[src/rtl/combi_alu_arbiter.sv]
// Two-requester round-robin front end for one shared 8-bit add/sub/mul/div unit.
// One operation in flight at a time: IDLE accepts, EXEC computes, RESP hands the result back.
module combi_alu_arbiter #(
    parameter int                DATA_W      = 8,
    parameter logic [DATA_W-1:0] DIV0_RESULT = 8'hFF
) (
    input  logic              i_clk,
    input  logic              i_rst_n,
    input  logic              i_req0_valid,
    output logic              o_req0_ready,
    input  logic [1:0]        i_req0_op,
    input  logic [DATA_W-1:0] i_req0_a,
    input  logic [DATA_W-1:0] i_req0_b,
    input  logic              i_req1_valid,
    output logic              o_req1_ready,
    input  logic [1:0]        i_req1_op,
    input  logic [DATA_W-1:0] i_req1_a,
    input  logic [DATA_W-1:0] i_req1_b,
    output logic              o_rsp_valid,
    input  logic              i_rsp_ready,
    output logic              o_rsp_id,
    output logic [DATA_W-1:0] o_rsp_data,
    output logic              o_rsp_div0,
    output logic              o_busy
);

    localparam logic [1:0] OP_ADD = 2'b00;
    localparam logic [1:0] OP_SUB = 2'b01;
    localparam logic [1:0] OP_MUL = 2'b10;
    localparam logic [1:0] OP_DIV = 2'b11;

    typedef enum logic [1:0] {
        ST_IDLE = 2'd0,
        ST_EXEC = 2'd1,
        ST_RESP = 2'd2
    } state_e;

    state_e            state_q, state_d;
    logic              ptr_q, ptr_d;
    logic [1:0]        op_q, op_d;
    logic [DATA_W-1:0] a_q, a_d;
    logic [DATA_W-1:0] b_q, b_d;
    logic              id_q, id_d;
    logic              rsp_valid_q, rsp_valid_d;
    logic              rsp_id_q, rsp_id_d;
    logic [DATA_W-1:0] rsp_data_q, rsp_data_d;
    logic              rsp_div0_q, rsp_div0_d;
    logic              gnt0, gnt1;

    function automatic logic [DATA_W-1:0] alu_result(input logic [1:0] op,
                                                     input logic [DATA_W-1:0] a,
                                                     input logic [DATA_W-1:0] b);
        logic [2*DATA_W-1:0] prod;
        logic [DATA_W-1:0]   res;
        prod = (2*DATA_W)'(a) * (2*DATA_W)'(b);
        case (op)
            OP_ADD:  res = a + b;
            OP_SUB:  res = a - b;
            OP_MUL:  res = prod[DATA_W-1:0];
            default: res = (b == '0) ? DIV0_RESULT : a / b;
        endcase
        return res;
    endfunction

    function automatic logic alu_div0(input logic [1:0] op, input logic [DATA_W-1:0] b);
        return (op == OP_DIV) && (b == '0);
    endfunction

    // A lone valid always wins; on a tie the priority pointer decides.
    assign gnt0 = i_req0_valid & (~i_req1_valid | ~ptr_q);
    assign gnt1 = i_req1_valid & (~i_req0_valid |  ptr_q);

    assign o_req0_ready = i_rst_n & (state_q == ST_IDLE) & gnt0;
    assign o_req1_ready = i_rst_n & (state_q == ST_IDLE) & gnt1;

    assign o_rsp_valid = rsp_valid_q;
    assign o_rsp_id    = rsp_id_q;
    assign o_rsp_data  = rsp_data_q;
    assign o_rsp_div0  = rsp_div0_q;
    assign o_busy      = (state_q != ST_IDLE);

    always_comb begin
        state_d     = state_q;
        ptr_d       = ptr_q;
        op_d        = op_q;
        a_d         = a_q;
        b_d         = b_q;
        id_d        = id_q;
        rsp_valid_d = rsp_valid_q;
        rsp_id_d    = rsp_id_q;
        rsp_data_d  = rsp_data_q;
        rsp_div0_d  = rsp_div0_q;
        case (state_q)
            ST_IDLE: begin
                if (gnt0) begin
                    op_d    = i_req0_op;
                    a_d     = i_req0_a;
                    b_d     = i_req0_b;
                    id_d    = 1'b0;
                    state_d = ST_EXEC;
                end else if (gnt1) begin
                    op_d    = i_req1_op;
                    a_d     = i_req1_a;
                    b_d     = i_req1_b;
                    id_d    = 1'b1;
                    state_d = ST_EXEC;
                end
            end
            ST_EXEC: begin
                rsp_data_d  = alu_result(op_q, a_q, b_q);
                rsp_div0_d  = alu_div0(op_q, b_q);
                rsp_id_d    = id_q;
                rsp_valid_d = 1'b1;
                state_d     = ST_RESP;
            end
            ST_RESP: begin
                // The pointer only advances once the consumer has actually taken the result.
                if (i_rsp_ready) begin
                    rsp_valid_d = 1'b0;
                    ptr_d       = ~rsp_id_q;
                    state_d     = ST_IDLE;
                end
            end
            default: state_d = ST_IDLE;
        endcase
    end

    always_ff @(posedge i_clk or negedge i_rst_n) begin
        if (!i_rst_n) begin
            state_q     <= ST_IDLE;
            ptr_q       <= 1'b0;
            rsp_valid_q <= 1'b0;
            rsp_id_q    <= 1'b0;
            rsp_data_q  <= '0;
            rsp_div0_q  <= 1'b0;
        end else begin
            state_q     <= state_d;
            ptr_q       <= ptr_d;
            rsp_valid_q <= rsp_valid_d;
            rsp_id_q    <= rsp_id_d;
            rsp_data_q  <= rsp_data_d;
            rsp_div0_q  <= rsp_div0_d;
        end
    end

    // Operand latches are only read in EXEC after being loaded in IDLE, so they need no reset.
    always_ff @(posedge i_clk) begin
        op_q <= op_d;
        a_q  <= a_d;
        b_q  <= b_d;
        id_q <= id_d;
    end

endmodule

[config.mk]
export PLATFORM = sky130hd
export DESIGN_NAME = combi_alu_arbiter
export DESIGN_NICKNAME = d
export VERILOG_FILES = /design/src/rtl/combi_alu_arbiter.sv
export SDC_FILE = /design/constraint.sdc
export NUM_CORES = 1
export LEC_CHECK = 0
export ABC_AREA = 1
export BUFFER_PORTS_ARGS = -buffer_cell sky130_fd_sc_hd__clkbuf_2
export CORE_ASPECT_RATIO = 0.7
export CORE_MARGIN = 4
export CORE_UTILIZATION = 50
export DETAILED_ROUTE_END_ITERATION = 10
export PLACE_DENSITY = 0.78
export SYNTH_ARGS = -nofsm -noshare
export SYNTH_HDL_FRONTEND = slang
export SYNTH_SLANG_ARGS = --single-unit
[constraint.sdc]
create_clock -name i_clk -period 7.8 [get_ports i_clk]
set_input_delay 1.95 -clock i_clk [delete_from_list [all_inputs] [get_ports i_clk]]
set_output_delay 1.95 -clock i_clk [all_outputs]
set_load 0.05 [all_outputs]
==> impl_metrics.ini, run 1 <==
[sta]
finalSetupViolations = 1
setup_tns_ps = -541
setup_ws_ps = -541
fin_crit_ps = 8340
rsz0062_at_grt = true
slew_headroom = 0.203
timing.fmax_mhz = 120
slew_violations = 0
finalCritPeriodShare = 1.07
skew_ps = 4.24
worst_slew_pin_slew_ps = 1190
hold_viol_final = 0

[global_routing]
grt_pass1_wl_mm = 23.5
grt_usage = 0.276
first_global_vias = 4881
grt_max_degree = 23
grt_overflow = 0
antenna_found_initial = 0

[layout]
final_cell_mix = nand2_1, buf_4, inv_1, clkbuf_2, ha_1
synthToLayoutAreaGrowth_pct = 48.2
layout_commonest_cell = nand2_1
fillers = 588
diodes = 0
drive_gt1_frac = 0.446
fin_nets = 930

[floorplanning]
placementRows = 29
io_pins = 55
die_area_um2 = 11000
start_util = 0.514
die_h_um = 88.8
dieWidth_um = 123
coreArea_um2 = 9070

[routing]
drc = 0
vias = 5193
wl_mm = 16.5
first_pass_iters = 6
first_iter_violations = 644
wire_per_inst_um = 17.6
via_per_inst = 5.54
final_antenna_net_count = 0

[worst_setup_path]
required_ps = 8010
endpoint_kind = flop
cp-start-kind = flop
rrSetupSlack_ps = -540
r2r_cells = 67
cp_slowest_cell = edfxtp_1
crit_top_cell = nand2_2
criticalPathCategory = reg2reg
cp_max_fo = 6
slowest_delay_ps = 440
arrival_ps = 8550

[synthesis]
ys_seq_elements = 33
ys_types = 43
synth_area_um2 = 4670
syn_area_per_cell_um2 = 7.18
synth_seq_area_share = 0.197
ys_warn_count = 0
syn-instance-count = 650
synth_fp_nets = 768

[place]
place_congestion = 0.876
pre_cts_ws_ps = -704
dp_hpwl_mm = 10.8
port_buffers = 54

[clocking]
htree_levels = 2
worstSkewPairLatency_ps = 290
ctsRootBufferMaster = clkbuf_16
clk_pin_slew_ps = 60
cts_buffers = 5
clock_path_buffers = 2
cts_tree = done
cts.sinks = 33

[worst_hold_path]
holdPathStages = 2
worstHoldPathType = reg2reg

[status]
status = complete, but fails checks
violations = setup timing

[flow_run]
maxCapViolations = 0
## stage by stage
| stage | area (um^2) | hold slack (ps) | util | instances |
|---|---|---|---|---|
| 3_3_place_gp | 5730 | 436 | 0.632 | 885 |
| 6_report | 6910 | 473 | 0.762 | 937 |
| 4_1_cts | 6400 | 477 | 0.706 | 929 |
| 3_5_place_dp | 5730 | 446 | 0.632 | 885 |
| 2_1_floorplan | 4860 | 426 | - | 650 |
| 5_1_grt | 6910 | 526 | 0.762 | 937 |
## worst max-delay path: cells and delay by family (launching register included)
kind                       cells  cell delay (ps)
adders and majority gates      7             1900
buffers and inverters         19             1920
AOI/OAI and AO/OA             11             1330
and+or+nand+nor               30             2690
DFF                            1              440
## layout make-up
cell class,count,area [um^2],area share
Tap cell,124,155,0.0224
Inverter,119,464,0.0671
Sequential cell,33,921,0.133
Clock inverter,3,68.8,0.00995
Clock buffer,5,125,0.0181
Multi-Input combinational cell,484,4020,0.581
Timing Repair Buffer,169,1160,0.168
## cells by family (layout without fill, tap and decap cells)
family                   after synthesis  in the layout  share of synthesized area
AO/OA/AOI/OAI                         92             92                      0.109
XOR/XNOR                              26             26                     0.0504
adder cells (fa/ha/maj)               77             77                      0.227
AND/OR/NAND/NOR                      271            271                      0.259
multiplexers                          18             18                     0.0434
buffers and inverters                133            296                      0.113
flip-flops                            33             33                      0.197
## cell usage after synthesis (all sizes together)
| cell | n | area share |
|---|---|---|
| a21boi | 1 | 0.0016 |
| or3 | 3 | 0.0040 |
| xnor2 | 9 | 0.019 |
| edfxtp | 19 | 0.12 |
| mux2 | 18 | 0.043 |
| o21ai | 41 | 0.046 |
| o211ai | 2 | 0.0032 |
| a21oi | 38 | 0.041 |
| nand2 | 169 | 0.14 |
| o31ai | 1 | 0.0016 |
| dfrtp | 14 | 0.075 |
| clkbuf | 5 | 0.0040 |
| nand2b | 1 | 0.0013 |
| or2 | 9 | 0.012 |
| a31oi | 1 | 0.0013 |
| a41oi | 3 | 0.0056 |
| and2 | 5 | 0.0067 |
| inv | 119 | 0.096 |
| nor2 | 35 | 0.034 |
| xor2 | 17 | 0.032 |
| nand3 | 38 | 0.046 |
| nand3b | 3 | 0.0048 |
| nand4 | 5 | 0.0067 |
| fa | 13 | 0.056 |
| ha | 64 | 0.17 |
| o21bai | 2 | 0.0032 |
| buf | 9 | 0.014 |
| o21a | 2 | 0.0032 |
| a21o | 1 | 0.0016 |
| nor3 | 3 | 0.0043 |
## path summary, 6_finish.rpt
path / startpoint / to
min in group asynchronous: i_rst_n / ptr_q$_DFFE_PN0P_
max: a_q[7]$_DFFE_PP_ / o_rsp_data[0]$_DFFE_PN0P_
min reg2reg: id_q$_SDFFCE_PP0P_ / o_rsp_id$_DFFE_PN0P_
min: id_q$_SDFFCE_PP0P_ / o_rsp_id$_DFFE_PN0P_
max reg2reg: a_q[7]$_DFFE_PP_ / o_rsp_data[0]$_DFFE_PN0P_
max in group asynchronous: i_rst_n / o_rsp_data[6]$_DFFE_PN0P_
## flip-flops by register name (all words and copies together) (netlist names)
register	flops
a_q	8
b_q	8
id_q	1
o_rsp_data	8
o_rsp_div0	1
o_rsp_id	1
o_rsp_valid	1
op_q	2
ptr_q	1
state_q	2
## metal layers
metal,track usage,wire length (um)
met1,0.370,6880
met2,0.469,7660
met3,0.0409,1330
met4,0.0744,576
met5,0,0
## timing repair
action / in CTS / in global routing
buffers inserted: 36 / 8
cloned: 0 / 0
pin swaps: 53 / 72
setup endpoints to repair: 2 / 2
hold buffers: 0 / 0
gates resized for setup: 53 / 98
Power of run 1 is left out: the tool's default activity adds up to more than one toggle a clock period on the data nets, which glitch-free logic cannot reach.
==> inputs of run 2 (changes only) <==
--- a/config.mk
+++ b/config.mk
@@ -11,7 +11,7 @@
 export CORE_MARGIN = 4
 export CORE_UTILIZATION = 50
 export DETAILED_ROUTE_END_ITERATION = 10
-export PLACE_DENSITY = 0.78
+export PLACE_DENSITY = 0.74
 export SYNTH_ARGS = -nofsm -noshare
 export SYNTH_HDL_FRONTEND = slang
 export SYNTH_SLANG_ARGS = --single-unit
==> impl_metrics.ini, run 2 (synthesis results as in run 1) <==
[status]
status = complete, but fails checks
violations = setup timing

[clocking]
clk_pin_slew_ps = 50
postCtsHoldBufs = 0
cts_buffers = 5
worstSkewPairLatency_ps = 280
clock_path_buffers = 2
htree_levels = 2
ctsRootBufferMaster = clkbuf_16
cts.sinks = 33
cts_tree = done

[routing]
via_per_inst = 5.30
wire_per_inst_um = 16.2
final_antenna_net_count = 0
first_iter_violations = 392
first_pass_iters = 5
wl_mm = 15.2
drc = 0
vias = 4975

[sta]
skew_ps = 2.95
slew_headroom = 0.347
finalCritPeriodShare = 1.05
timing.fmax_mhz = 122
hold_viol_final = 0
finalSetupViolations = 1
slew_violations = 0
fin_crit_ps = 8210
setup_ws_ps = -408
rsz0062_at_grt = true
worst_slew_pin_slew_ps = 979

[place]
place_congestion = 0.911
port_buffers = 54
pre_cts_ws_ps = -690
dpl.cell_count = 886
dp_hpwl_mm = 10.8

[global_routing]
grt_max_degree = 23
grt_pass1_wl_mm = 23.3
grt_overflow = 0
grt_usage = 0.269
antenna_found_initial = 0
first_global_vias = 4878

[layout]
final_core_util = 0.755
fillers = 647
diodes = 0
synthToLayoutAreaGrowth_pct = 46.7
drive_gt1_frac = 0.443
fin_cells = 939
fin_nets = 932
final_cell_mix = nand2_1, buf_4, inv_1, clkbuf_2, ha_1
layout_commonest_cell = nand2_1

[worst_hold_path]
worstHoldPathType = reg2reg
holdPathStages = 2

[worst_setup_path]
crit_top_cell = nand2_2
cp-start-kind = flop
arrival_ps = 8410
criticalPathCategory = reg2reg
cp_max_fo = 7
cp_slowest_cell = edfxtp_1
r2r_cells = 64
slowest_delay_ps = 440
required_ps = 8000
endpoint_kind = flop

[floorplanning]
die_h_um = 88.8
io_pins = 55
die_area_um2 = 11000
dieWidth_um = 123
placementRows = 29
coreArea_um2 = 9070
start_util = 0.514

[flow_run]
maxCapViolations = 0
## run 2: cell types whose count changed in the layout (fill, tap and decap cells not counted), sizes merged
| cell | before | now |
|---|---|---|
| buf | 115 | 116 |
| clkinv | 0 | 3 |
| inv | 120 | 119 |
| bufinv | 2 | 0 |
| clkinvlp | 0 | 1 |
## run 2: critical path, delay by kind of cell, from the launching register on
family / cells / cell delay, ps
compound gates: 10 / 920
fa+ha+maj: 8 / 2240
buf+inv: 7 / 430
flops: 1 / 440
simple gates: 39 / 4090
## run 2: layout make-up
class / instances / area [um^2] / share of cell area
flip-flops and latches: 33 / 921 / 0.135
inverters: 119 / 469 / 0.0685
clock buffers: 5 / 125 / 0.0183
repair inverters: 1 / 7.51 / 0.00110
multi-input cells: 484 / 3980 / 0.582
well taps: 124 / 155 / 0.0227
clock inverters: 3 / 17.5 / 0.00256
repair buffers: 170 / 1170 / 0.171
## run 2: timing repair
item	4_1_cts	5_1_grt
gates cloned	1	0
gates resized for setup	61	84
endpoints found under the setup margin	1	2
pin swaps	55	62
setup buffers	28	16
## run 2: through the flow
| step | setup TNS [ps] | area, um^2 | hold WS [ps] |
|---|---|---|---|
| floorplan | 0 | 4860 | 426 |
| global placement | -432 | 5750 | 468 |
| detailed placement | -690 | 5750 | 468 |
| CTS | -198 | 6380 | 490 |
| global route | -1060 | 6850 | 526 |
| finish | -408 | 6850 | 498 |
## run 2: routing by layer
layer	vias to the layer above	part of all wire	global-route usage
met5	-	0	0
met4	0	0.014	0.0693
met3	21	0.068	0.0530
met2	191	0.47	0.437
met1	2340	0.45	0.369
li1	2423	-	-
## run 2: worst paths after layout
kind,from,end,slack (ps)
max in group asynchronous,i_rst_n,o_rsp_valid$_DFFE_PN0P_,5920
worst min register to register,id_q$_SDFFCE_PP0P_,o_rsp_id$_DFFE_PN0P_,500
worst min-delay path,id_q$_SDFFCE_PP0P_,o_rsp_id$_DFFE_PN0P_,500
min in group asynchronous,i_rst_n,state_q[0]$_DFFE_PN0P_,1590
worst max-delay path,a_q[7]$_DFFE_PP_,o_rsp_data[0]$_DFFE_PN0P_,-410
worst max register to register,a_q[7]$_DFFE_PP_,o_rsp_data[0]$_DFFE_PN0P_,-410
Power of run 2 is left out for the same reason.
==> inputs of run 3 (changes only) <==
--- a/config.mk
+++ b/config.mk
@@ -11,6 +11,7 @@
 export CORE_MARGIN = 4
 export CORE_UTILIZATION = 50
 export DETAILED_ROUTE_END_ITERATION = 10
+export GPL_TIMING_DRIVEN = 0
 export PLACE_DENSITY = 0.74
 export SYNTH_ARGS = -nofsm -noshare
 export SYNTH_HDL_FRONTEND = slang
==> impl_metrics.ini, run 3 (synthesis results as in run 1) <==
[global_routing]
grt_max_degree = 20
grt_usage = 0.264
first_global_vias = 4666
antenna_found_initial = 0
grt_overflow = 0
grt_pass1_wl_mm = 22.8

[clocking]
cts_tree = done
ctsRootBufferMaster = clkbuf_16
cts_buffers = 5
clk_pin_slew_ps = 50
clock_path_buffers = 2
cts.sinks = 33
htree_levels = 2
worstSkewPairLatency_ps = 280
postCtsHoldBufs = 0

[worst_hold_path]
min-delay-start = id_q$_SDFFCE_PP0P_
worstHoldPathType = reg2reg

[routing]
via_per_inst = 5.51
wl_mm = 15.8
drc = 0
wire_per_inst_um = 17.4
first_pass_iters = 6
final_antenna_net_count = 0
first_iter_violations = 427
vias = 5027

[layout]
layout_commonest_cell = nand2_1
final_core_util = 0.748
final_cell_mix = nand2_1, inv_1, buf_4, clkbuf_2, ha_1
fin_nets = 905
diodes = 0
synthToLayoutAreaGrowth_pct = 45.5
drive_gt1_frac = 0.419

[sta]
hold_viol_final = 0
worst_slew_pin_slew_ps = 712
skew_ps = 3.48
finalCritPeriodShare = 1.08
slew_violations = 0
setup_tns_ps = -668
fin_crit_ps = 8460
fin_hold_ws_ps = 465
rsz0062_at_grt = true
slew_headroom = 0.525
timing.fmax_mhz = 118
setup_ws_ps = -661
finalSetupViolations = 2

[floorplanning]
die_area_um2 = 11000
dieWidth_um = 123
die_h_um = 88.8
io_pins = 55
coreArea_um2 = 9070
start_util = 0.514
placementRows = 29

[place]
place_congestion = 0.928
port_buffers = 54
dp_hpwl_mm = 9.87

[worst_setup_path]
worstReg2RegStart = b_q[0]$_DFFE_PP_
cp-start-kind = flop
arrival_ps = 8620
slowest_delay_ps = 520
cp_max_fo = 8
cp_slowest_cell = edfxtp_1
startpoint = b_q[0]$_DFFE_PP_
endpoint_kind = flop
required_ps = 7960
criticalPathCategory = reg2reg

[status]
violations = setup timing
status = complete, but fails checks

[flow_run]
maxCapViolations = 0
[run 3: what timing repair did]
item                                    CTS  global route
resized for setup                        74            95
endpoints found under the hold margin     0             0
buffers inserted                         57            17
endpoints found under the setup margin    2             2
pin swaps                                61            81
gates cloned                              1             0
[run 3: metrics by stage]
stage	instance area, um^2	cells	worst slack [ps]
detailed placement	5300	829	-1240
CTS	6240	895	-245
global placement	5280	828	-1050
global route	6790	912	-1030
finish	6790	912	-661
floorplan	4860	650	28.1
[run 3: path summary, 6_finish.rpt]
| kind | to | slack [ps] | cells after the start |
|---|---|---|---|
| min in group asynchronous | state_q[0]$_DFFE_PN0P_ | 1580 | 1 |
| min | o_rsp_id$_DFFE_PN0P_ | 460 | 2 |
| max reg2reg | o_rsp_data[0]$_DFFE_PN0P_ | -660 | 58 |
| max in group asynchronous | o_rsp_data[1]$_DFFE_PN0P_ | 5940 | 1 |
| max | o_rsp_data[0]$_DFFE_PN0P_ | -660 | 58 |
| min reg2reg | o_rsp_id$_DFFE_PN0P_ | 460 | 2 |
[run 3: per-layer routing]
layer / global-route usage / vias up / routed length, um
met5: 0 / - / 0
met4: 0.0633 / 0 / 480
met3: 0.0345 / 55 / 1290
met2: 0.444 / 253 / 7440
met1: 0.363 / 2352 / 6630
li1: - / 2367 / -
[run 3: critical path, delay by kind of cell, from the launching register on]
kind                       cells  cell delay [ps]
and+or+nand+nor               30             3680
buffers and inverters         10              820
adders and majority gates      8             2030
AOI/OAI and AO/OA             10             1270
DFF                            1              520
[run 3: final cells by class]
cell class / instances / area (um^2)
repair inverters: 1 / 7.51
inverters: 119 / 478
repair buffers: 129 / 867
flip-flops and latches: 33 / 921
plain buffers: 14 / 82.6
fillers: 630 / 2280
multi-input cells: 484 / 4110
clock buffers: 5 / 125
clock inverters: 3 / 41.3
well taps: 124 / 155
Power of run 3 is left out for the same reason.
